## src/rtl/xaui_link_pkg.sv

```systemverilog
// Shared state encoding and parameter defaults for the XAUI link bring-up controller.
package xaui_link_pkg;

  typedef enum logic [2:0] {
    ST_POWERDOWN = 3'd0,
    ST_RESET     = 3'd1,
    ST_WAIT_LOCK = 3'd2,
    ST_ALIGN     = 3'd3,
    ST_CHAN_SYNC = 3'd4,
    ST_UP        = 3'd5
  } link_state_e;

  localparam int DEF_RESET_CYCLES  = 64;
  localparam int DEF_LOCK_TIMEOUT  = 4096;
  localparam int DEF_ALIGN_TIMEOUT = 65536;
  localparam int DEF_ALIGN_HOLD    = 16;
  localparam int DEF_CHSYNC_CYCLES = 32;

  localparam int TIMER_W = 17;

endpackage

```

## src/rtl/xaui_link_ctrl.sv

```systemverilog
// Four-lane XAUI transceiver bring-up sequencer: reset, CDR lock, comma alignment,
// channel bonding, then link monitoring with retry accounting.
//
// state     | meaning
// POWERDOWN | link disabled, transceivers powered down and held in reset
// RESET     | MGT resets asserted for RESET_CYCLES
// WAIT_LOCK | waiting for all four CDRs to lock
// ALIGN     | comma alignment, needs ALIGN_HOLD consecutive clean cycles
// CHAN_SYNC | channel bonding pulse for CHSYNC_CYCLES
// UP        | link operational, monitored for lock/sync/buffer faults
module xaui_link_ctrl
  import xaui_link_pkg::*;
#(
  parameter int RESET_CYCLES  = DEF_RESET_CYCLES,
  parameter int LOCK_TIMEOUT  = DEF_LOCK_TIMEOUT,
  parameter int ALIGN_TIMEOUT = DEF_ALIGN_TIMEOUT,
  parameter int ALIGN_HOLD    = DEF_ALIGN_HOLD,
  parameter int CHSYNC_CYCLES = DEF_CHSYNC_CYCLES
) (
  input  logic       mgt_clk,
  input  logic       reset_n,
  input  logic       link_en,
  input  logic [3:0] mgt_rxlock,
  input  logic [3:0] mgt_syncok,
  input  logic [7:0] mgt_code_valid,
  input  logic [3:0] mgt_rxbufferr,
  output logic [3:0] mgt_rx_reset,
  output logic [3:0] mgt_tx_reset,
  output logic [3:0] mgt_enable_align,
  output logic       mgt_en_chan_sync,
  output logic       mgt_powerdown,
  output logic       link_up,
  output logic [7:0] retry_count,
  output logic [2:0] state
);

  localparam logic [TIMER_W-1:0] TIMER_MAX    = '1;
  localparam logic [TIMER_W-1:0] RESET_LAST   = TIMER_W'(RESET_CYCLES - 1);
  localparam logic [TIMER_W-1:0] LOCK_LAST    = TIMER_W'(LOCK_TIMEOUT - 1);
  localparam logic [TIMER_W-1:0] ALIGN_LAST   = TIMER_W'(ALIGN_TIMEOUT - 1);
  localparam logic [TIMER_W-1:0] HOLD_LAST    = TIMER_W'(ALIGN_HOLD - 1);
  localparam logic [TIMER_W-1:0] CHSYNC_LAST  = TIMER_W'(CHSYNC_CYCLES - 1);

  link_state_e        state_q, state_d;
  logic [TIMER_W-1:0] timer_q;
  logic [TIMER_W-1:0] hold_q;
  logic [7:0]         retry_q;
  logic               fail;
  logic               lock_all;
  logic               sync_good;
  logic               hold_done;

  assign lock_all  = (mgt_rxlock == 4'hF);
  assign sync_good = (mgt_syncok == 4'hF) && (mgt_code_valid == 8'hFF);
  assign hold_done = sync_good && (hold_q == HOLD_LAST);

  always_comb begin
    state_d = state_q;
    fail    = 1'b0;
    case (state_q)
      ST_POWERDOWN: if (link_en) state_d = ST_RESET;
      ST_RESET:     if (timer_q == RESET_LAST) state_d = ST_WAIT_LOCK;
      ST_WAIT_LOCK: begin
        if (lock_all) state_d = ST_ALIGN;
        else if (timer_q == LOCK_LAST) fail = 1'b1;
      end
      ST_ALIGN: begin
        if (timer_q == ALIGN_LAST && !hold_done) fail = 1'b1;
        else if (hold_done) state_d = ST_ALIGN == ST_ALIGN ? ST_CHAN_SYNC : ST_ALIGN;
      end
      ST_CHAN_SYNC: begin
        // A buffer error on the final bonding cycle still counts as a failure.
        if (mgt_rxbufferr != 4'h0) fail = 1'b1;
        else if (timer_q == CHSYNC_LAST) state_d = ST_UP;
      end
      ST_UP: begin
        if (!lock_all || mgt_syncok != 4'hF || mgt_rxbufferr != 4'h0) fail = 1'b1;
      end
      default: state_d = ST_POWERDOWN;
    endcase
    if (fail) state_d = ST_RESET;
    if (!link_en) begin
      state_d = ST_POWERDOWN;
      fail    = 1'b0;
    end
  end

  always_ff @(posedge mgt_clk or negedge reset_n) begin
    if (!reset_n) begin
      state_q <= ST_POWERDOWN;
      timer_q <= '0;
      hold_q  <= '0;
      retry_q <= '0;
    end else begin
      state_q <= state_d;
      // Timer saturates so idle states (POWERDOWN, UP) never wrap it.
      if (state_d != state_q || fail) timer_q <= '0;
      else if (timer_q != TIMER_MAX) timer_q <= timer_q + 1'b1;
      if (state_q == ST_ALIGN && state_d == ST_ALIGN && sync_good) hold_q <= hold_q + 1'b1;
      else hold_q <= '0;
      if (fail && retry_q != 8'hFF) retry_q <= retry_q + 1'b1;
    end
  end

  always_comb begin
    mgt_powerdown    = 1'b0;
    mgt_rx_reset     = 4'h0;
    mgt_tx_reset     = 4'h0;
    mgt_enable_align = 4'h0;
    mgt_en_chan_sync = 1'b0;
    link_up          = 1'b0;
    case (state_q)
      ST_POWERDOWN: begin
        mgt_powerdown = 1'b1;
        mgt_rx_reset  = 4'hF;
        mgt_tx_reset  = 4'hF;
      end
      ST_RESET: begin
        mgt_rx_reset = 4'hF;
        mgt_tx_reset = 4'hF;
      end
      ST_WAIT_LOCK: ;
      ST_ALIGN:     mgt_enable_align = 4'hF;
      ST_CHAN_SYNC: begin
        mgt_enable_align = 4'hF;
        mgt_en_chan_sync = 1'b1;
      end
      ST_UP: begin
        mgt_enable_align = 4'hF;
        link_up          = 1'b1;
      end
      default: begin
        mgt_powerdown = 1'b1;
        mgt_rx_reset  = 4'hF;
        mgt_tx_reset  = 4'hF;
      end
    endcase
  end

  assign retry_count = retry_q;
  assign state       = state_q;

endmodule
```

## config.mk

```make
export PLATFORM = sky130hd
export DESIGN_NAME = xaui_link_ctrl
export DESIGN_NICKNAME = d
export VERILOG_FILES = /design/src/rtl/xaui_link_pkg.sv /design/src/rtl/xaui_link_ctrl.sv
export SDC_FILE = /design/constraint.sdc
export NUM_CORES = 1
export LEC_CHECK = 0
export ABC_AREA = 1
export CORE_ASPECT_RATIO = 0.75
export CORE_MARGIN = 2
export CORE_UTILIZATION = 57
export CTS_CLUSTER_DIAMETER = 200
export DETAILED_ROUTE_END_ITERATION = 12
export PLACE_DENSITY = 0.85
export SLEW_MARGIN = 20
export SYNTH_ARGS = -nofsm -noshare
export SYNTH_HDL_FRONTEND = slang
export SYNTH_SLANG_ARGS = --single-unit
```

## constraint.sdc

```tcl
create_clock -name mgt_clk -period 3.92 [get_ports mgt_clk]
set_clock_uncertainty 0.1 [all_clocks]
set_input_delay 0.98 -clock mgt_clk [delete_from_list [all_inputs] [get_ports mgt_clk]]
set_output_delay 0.98 -clock mgt_clk [all_outputs]
set_load 0.005 [all_outputs]
```

== After elaboration in Yosys (flattened, before gate mapping) ==
Cells that the tools add are included.
Cells by class
  add/subtract/negate cells: 3
  eq/ne operators: 18
  muxes and demuxes: 24
  reductions and logical operators: 17
Operator list (count)
  $mux W17: 3
  $add A17 B1 Y17 const B: 2
  $mux W3: 8
  $pmux W3 S6: 1
  $eq A17 B12 Y1 const B: 1
  $eq A17 B16 Y1 const B: 1
  $eq A17 B4 Y1 const B: 1
  $eq A17 B5 Y1 const B: 1
  $eq A17 B6 Y1 const B: 1
  $ne A17 B17 Y1 const B: 1
  $eq A3 B2 Y1 const B: 3
  $mux W1: 9
  $add A8 B1 Y8 const B: 1
  $eq A4 B4 Y1 const B: 2
  $eq A8 B8 Y1 const B: 1
  $mux W4: 2
  $ne A8 B8 Y1 const B: 1
  $eq A3 B3 Y1 const B: 2
  $logic_and A1 B1 Y1: 6
  $reduce_or A5 Y1: 1
  $ne A4 B4 Y1 const B: 1
  $pmux W1 S4: 1
  $reduce_bool A4 Y1: 1
  $reduce_or A4 Y1: 1
  other kinds (7): 10
Word-level totals
  flip-flop bits (word level): 45
  bits of input ports: 23
  output and inout port bits: 26
  logic and storage cells: 66

== Logic depth before layout (Yosys ltp) ==
  word-level depth: 13
  gate-level depth with buffers: 16
  mapped depth without buffers: 16

== Worst setup path after synthesis ==
OpenSTA, ideal clock, no wires.
  kind: reg-to-output
  start point: reg state_q[1] (netlist: state[1])
  end point: out mgt_powerdown
  arrival time: 1.450 ns
  required time: 2.840 ns
  setup slack: 1.390 ns
  stages on the path, launching flop included: 6
  path buffers: 0
  cells stage by stage: dfrtp_1 -> inv_2 -> ha_1 -> inv_1 -> or2_2 -> inv_1
Between the ends
  longest elaborated chain between the ends: 3
  elaborated cells between the ends (all ways): 7
  those cells by class: 5 x eq/ne; 1 x mux; 1 x reduce/logical
RTL lines
  from (decl): line xaui_link_ctrl.sv:44  | link_state_e state_q, state_d;
  from (signal assigned): line xaui_link_ctrl.sv:95  | state_q <= state_d;
  $eq A3 B2 Y1 (tied with other cells): line xaui_link_ctrl.sv:112  | case (state_q)
  $reduce_or A5 Y1 (no source line) *
  $mux W1 *: line xaui_link_ctrl.sv:112
  to (decl): line xaui_link_ctrl.sv:31  | output logic mgt_powerdown,
Every way passes the cells marked *; elsewhere a longest branch is shown, timed or not.

== Worst setup path after layout ==
  start point: reg state_q[2] (netlist: state[2])
  end point: out mgt_powerdown
Same word-level chain as after synthesis.

==> metrics.md <==
| Metric | Value |
|---|---|
| Unique cell type count in the Yosys netlist | `34` |
| Core Region | `4840 sq um` |
| Setup TNS | `0 ns` |
| Slew headroom | `62.6%` |
| Final WS setup | `0.380 ns` |
| Initial antenna violation count | `0` |
| WP data arrival | `2.46 ns` |
| Kind of critical path | `flop to output pin` |
| Post-route antenna net violation count | `0` |
| Maximum vdd drop | `0.000235 V` |
| WL per Instance | `12.7 um` |
| LEAKAGE | `0.00148 uW` |
| Buffers added on ports | `48` |
| I/O pin count | `49` |
| Crit. Startpoint | `state[2]` |
| Critical R2R Capture | `timer_q[11]` |
| DRT Pass-1 Iters | `5` |
| Clk slew on worst S/H paths | `0.08 ns` |
| CTS tree | `done` |
| Seq pwr share | `56.2%` |
| Clk pwr share | `33.1%` |
| Type of origin of the critical path | `flop` |
| Hold path depth | `1` |
| Layout cell share with drive strength beyond 1 | `11.0%` |
| Req. time, crit path | `2.84 ns` |
| Setup bufs post-CTS | `0` |
| Max Slew Vio Count | `0` |
| Commonest non-fill, non-tap cells in the layout | `68 x nor2_1, 54 x nand2_1, 47 x clkdlybuf4s50_1, 45 x dfrtp_1, 40 x inv_1` |
| Syn Nets | `387` |
| Hold Fails Final Rpt | `0` |
| Overall Power | `850 uW` |
| First-pass GRT wire length | `9.89 mm` |
| Result of the run | `complete, no violations` |
| Vias in the first global route | `2214` |
| Number of H-tree levels | `2` |
| Sw Share | `24.9%` |
| Internal power | `638 uW` |
| Nets@finish | `430` |
| Via/cell ratio | `5.21` |
| Post-Syn Area | `2850 sq um` |
| Detailed Place HPWL | `4.40 mm` |
| Max cap viols | `0` |
| Pwr/cell area | `250 nW/um^2` |
| Commonest non-fill, non-tap cell in the layout | `nor2_1` |
| RSZ-0062 raised after global routing | `no` |
| Die Y | `65.3 um` |
| Clk buf depth | `2` |
| Final core occ | `70.1%` |
| Crit path time final | `3.54 ns` |
| Min-delay src | `hold_q[0]` |
| Avg Cell Area, Syn | `8.01 sq um` |
| Initial Util | `58.9%` |
| Seq/Total Area, Yosys | `39.5%` |
| Fin crit share | `90.3%` |
| Largest net degree at the start of global routing | `46` |
| 1st-iter DRT viols | `163` |
| Comb pwr share | `10.8%` |
| Clock Sinks | `45` |
| Ant. Diodes | `0` |
| Placed Area | `3310 sq um` |
| Total GRT Usage | `22.4%` |
| Min-Delay Endpoint | `hold_q[0]` |
| Switching pwr | `212 uW` |
| Dpl ws | `0.528 ns` |
| TritonCTS Buffers | `5` |
| DRC Markers | `0` |
| Origin of the critical flop-to-flop path | `timer_q[0]` |
| Latest clock arrival within the worst-skew pair | `0.30 ns` |
| Via count | `2395` |
| Flop2flop setup slack | `1.05 ns` |
| Final wirelength | `5.84 mm` |
| Die area | `5590 sq um` |
| Die X | `85.7 um` |
| Clk root buf | `clkbuf_8` |
| Crit. End Element | `output pin` |
| Max FO, Critical Path | `11` |
| Reg2Reg Depth | `15` |
| Num rows | `22` |
| # resized after CTS | `0` |
| Max Clk Rate | `282 MHz` |
| GRT overflow | `0` |
| Yosys Warn Count | `0` |
| RD Place Congestion | `0.951` |
| Mapped Cells | `356` |
| CTS Hold Buffers Added | `0` |
| Worst hold path class | `flop to flop` |
| Setup Viol. Count Final | `0` |
| Post-route cell area | `3390 sq um` |
| Pin slew with the least headroom to its limit | `0.561 ns` |
| Synth-to-Final Area Change | `19.0%` |
| Flops & latches, synth | `45` |
==> sequential cells by signal (all words and copies together), names as in the netlist <==
register and count:
state 3, retry_count 8, hold_q 17, timer_q 17
==> synth_stat cells <==
cell / count / area, sq um
nand3_4: 1 / 17.5
inv_1: 40 / 150
nor2_4: 11 / 124
nand3b_1: 4 / 30.0
nand4_2: 1 / 12.5
nor3_1: 7 / 35.0
a21oi_1: 3 / 15.0
buf_4: 10 / 75.1
nand2_4: 2 / 22.5
o21bai_1: 1 / 7.51
a31oi_1: 1 / 6.26
buf_2: 1 / 5.00
nor3_2: 1 / 10.0
a21oi_2: 1 / 8.76
o21ai_0: 5 / 25.0
dfrtp_1: 45 / 1130
mux2i_1: 1 / 10.0
or2_2: 3 / 18.8
nor3b_1: 1 / 7.51
xnor2_1: 8 / 70.1
and3_1: 2 / 12.5
and2_1: 1 / 6.26
nor2_1: 68 / 255
inv_2: 6 / 22.5
nor4_1: 1 / 6.26
buf_8: 1 / 15.0
nand4_1: 12 / 75.1
nand3_1: 25 / 125
nand2_1: 54 / 203
nand3_2: 3 / 30.0
xor2_1: 20 / 175
nor2_2: 3 / 18.8
ha_1: 8 / 100
nand2_2: 5 / 31.3
==> worst max path at each step <==
stage,end,slack (ns),depth (start not counted)
after floorplan,mgt_powerdown,1.39,5
after global placement,timer_q[7],0.65,13
after detailed placement,timer_q[3],0.53,15
after CTS,mgt_powerdown,0.37,6
after global routing,mgt_powerdown,0.26,6
final,mgt_powerdown,0.38,5
==> through the flow <==
stage	cells	hold WS, ns
4_1_cts	460	0.413
3_3_place_gp	452	0.400
3_5_place_dp	452	0.401
6_report	460	0.406
5_1_grt	460	0.449
2_1_floorplan	356	0.372
==> power groups by stage <==
stage	Sequential (uW)	Combinational, uW	Clock, uW
floorplan	485	51.0	0
global placement	486	89.2	0
detailed placement	487	91.2	0
CTS	477	92.4	291
global route	478	99.7	306
finish	477	91.5	281
==> critical path, stage by stage, from the launching register on <==
cell and delay [ns]:
dfrtp_1 0.54, ha_1 0.51, inv_1 0.19, or2_2 0.34
inv_1 0.07, clkdlybuf4s50_1 0.51
==> cell families (layout without fill, tap and decap cells) <==
family	count (synthesis)	after routing	synth area share, %
AOI/OAI and AO/OA	11	11	2.19
buffers and inverters	58	102	9.39
muxes	1	1	0.351
DFF	45	45	39.5
xor gates and xnor gates	28	28	8.60
adders and majority gates	8	8	3.51
and+or+nand+nor	205	205	36.5
==> layer usage <==
| layer | wire, um | global-route usage (%) | up-vias | part of all wire (%) |
|---|---|---|---|---|
| met5 | 0 | 0 | - | 0 |
| met4 | 109 | 8.13 | 0 | 1.9 |
| met3 | 498 | 5.15 | 11 | 8.5 |
| met2 | 2490 | 35.6 | 100 | 43 |
| met1 | 2750 | 30.3 | 1089 | 47 |
| li1 | - | - | 1195 | - |
==> final cells by class <==
cell class,count,area (sq um)
multi-input combinational,253,1460
fill,368,1450
sequential,45,1130
timing repair buffer,48,478
inverter,46,173
clock buffer,7,76.3
tap,60,75.1
clock inverter,1,7.51
Note: power is estimated with default switching activity, not from simulation.
==> RTL edit, RTL diff (same settings) <==
Change the package constant `TIMER_W` from 17 to 34.
--- a/src/rtl/xaui_link_pkg.sv
+++ b/src/rtl/xaui_link_pkg.sv
@@ -16,7 +16,7 @@
   localparam int DEF_ALIGN_HOLD    = 16;
   localparam int DEF_CHSYNC_CYCLES = 32;
 
-  localparam int TIMER_W = 17;
+  localparam int TIMER_W = 34;
 
 endpackage
 
Behaviour: no difference found for any inputs over 10 cycles, from zero or initial values and one cycle with reset_n low; that may be too few to reach the edited logic, so the function may still have changed.
==> RTL edit against the unedited design <==
Cell count rose by 85%; non-clock buffer count rose by 3; critical path type unchanged; area after synthesis rose by 83%; first-iteration DRC count rose by 110%; setup slack improved by 69 ps; sequential cell count rose by 34; wire length rose by 95%; final area rose by 77%; via count rose by 85%; critical endpoint unchanged; total power rose by 110%; clock power rose to 3.1 times the old value.
==> RTL edit: results (changes against the unedited design) <==
Synth cell types: 35 (+2.9%)
Global-route wire length before repair: 20100 µm (+100%)
GPL Wtd Cong: 0.924 (-2.9%)
Mapped Nets: 719 (+86%)
Clock transition at path regs: 60 ps (-20 ps)
Share of synthesized registers carrying an async set or reset: 1.00 (unchanged)
GRT Total Usage: 0.253 (+0.0289)
Endpoints failing setup: 0 (unchanged)
NetSw: 0.423 mW (+100%)
Critical-path maximum fanout: 9 (-2)
Rel. slew slack: 0.529 (-0.0964)
Hold Crit Class: reg2reg
Buffers added on ports: 48 (unchanged)
DR WL met3: 531 µm (+6.6%)
DR pass1 iterations: 5 (unchanged)
Clock Path Buffers: 2 (unchanged)
Pin count of the biggest net entering global routing: 80 (+74%)
Lkg Pwr: 2.56 nW (+73%)
Filler cells: 718 (+95%)
Top Layer Used: met4
Status: finished, final reports clean
Post-synthesis sequential area ratio: 0.379 (-0.0156)
Yosys Warn Count: 0 (unchanged)
# diodes: 0 (unchanged)
Vias in the first global route: 4402 (+99%)
Clock Latency Late Sink: 340 ps (+40 ps)
Post-CTS sizing: 0 (unchanged)
Routed wire length: 11400 µm (+95%)
Fin nets: 763 (+77%)
Post-CTS setup buffer count: 0 (unchanged)
HPWL after DPL: 8150 µm (+85%)
CTS H-tree depth: 3 (+1)
WL met2: 5280 µm (+110%)
Synth top area cells: dfrtp_1 (38%), nand2_1 (12%), nor2_1 (9.1%), nor2_4 (7.6%), xor2_1 (5.7%)
Via/cell ratio: 5.22 (+0.17%)
WL met1: 5360 µm (+95%)
WP data arrival: 2390 ps (-70 ps)
CTS root buffer: clkbuf_16
1st-iter DRT viols: 336 (+110%)
Peak VDD IR: 0.243 mV (+3.3%)
Synth cell count leaders: nand2_1 (166), nor2_1 (126), dfrtp_1 (79)
Initial antenna violation count: 0 (unchanged)
Share of layout cells above drive strength 1: 0.123 (+0.0133)
Number of buffers created by CTS: 9 (+4)
RTL edit: cell types whose count changed after synthesis, moves of 20 or more:
cell,delta
inv_1,+30
nand3_1,+20
nand2_1,+112
dfrtp_1,+34
nor2_4,+24
nor2_1,+58
RTL edit: cell families after synthesis:
family,count (synthesis),share of synthesized area
and+or+nand+nor,440,0.414
buffers and inverters,97,0.0910
DFF,79,0.379
xor gates and xnor gates,46,0.0773
AOI/OAI and AO/OA,22,0.0238
adders and majority gates,6,0.0144
RTL edit: worst max-delay path, cell delays in order, from the launching register on:
cell and delay [ps]:
dfrtp_1 470, inv_1 220, ha_1 470, inv_1 160
nor2_1 200, clkdlybuf4s50_1 530
RTL edit: area by class of cell:
class	count	area share
clock buffer	11	0.0421
clock inverter	4	0.00897
inverter	79	0.0494
multi-input combinational	514	0.460
sequential	79	0.330
tap	112	0.0234
timing repair buffer	51	0.0861
RTL edit: final timing paths:
path | startpoint | end | slack (ps) | depth (start not counted)
max in group asynchronous | reset_n | timer_q[20] | 2670 | 1
min reg2reg | hold_q[33] | hold_q[33] | 430 | 3
min | hold_q[33] | hold_q[33] | 430 | 3
max | state[1] | mgt_powerdown | 450 | 5
max reg2reg | timer_q[0] | timer_q[33] | 1050 | 16
min in group asynchronous | reset_n | hold_q[33] | 560 | 1
RTL edit: stage by stage:
stage / setup slack (ps) / cells / cell area [µm²]
CTS: 447 / 850 / 6000
finish: 448 / 850 / 6000
global route: 309 / 850 / 6000
detailed placement: 386 / 835 / 5690
floorplan: 1440 / 690 / 5210
global placement: 506 / 835 / 5690
RTL edit: metal layers:
| metal | global-route usage | vias up |
|---|---|---|
| li1 | - | 2224 |
| met2 | 0.405 | 122 |
| met4 | 0.0976 | 0 |
| met3 | 0.0524 | 29 |
| met1 | 0.341 | 2058 |
| met5 | 0 | - |
RTL edit: power groups by stage:
stage | Clock (mW) | Sequential, mW | Combinational, mW
after floorplan | 0 | 0.845 | 0.0786
after global placement | 0 | 0.846 | 0.123
after detailed placement | 0 | 0.846 | 0.125
after CTS | 0.878 | 0.832 | 0.126
after global routing | 0.911 | 0.833 | 0.141
final | 0.865 | 0.832 | 0.125
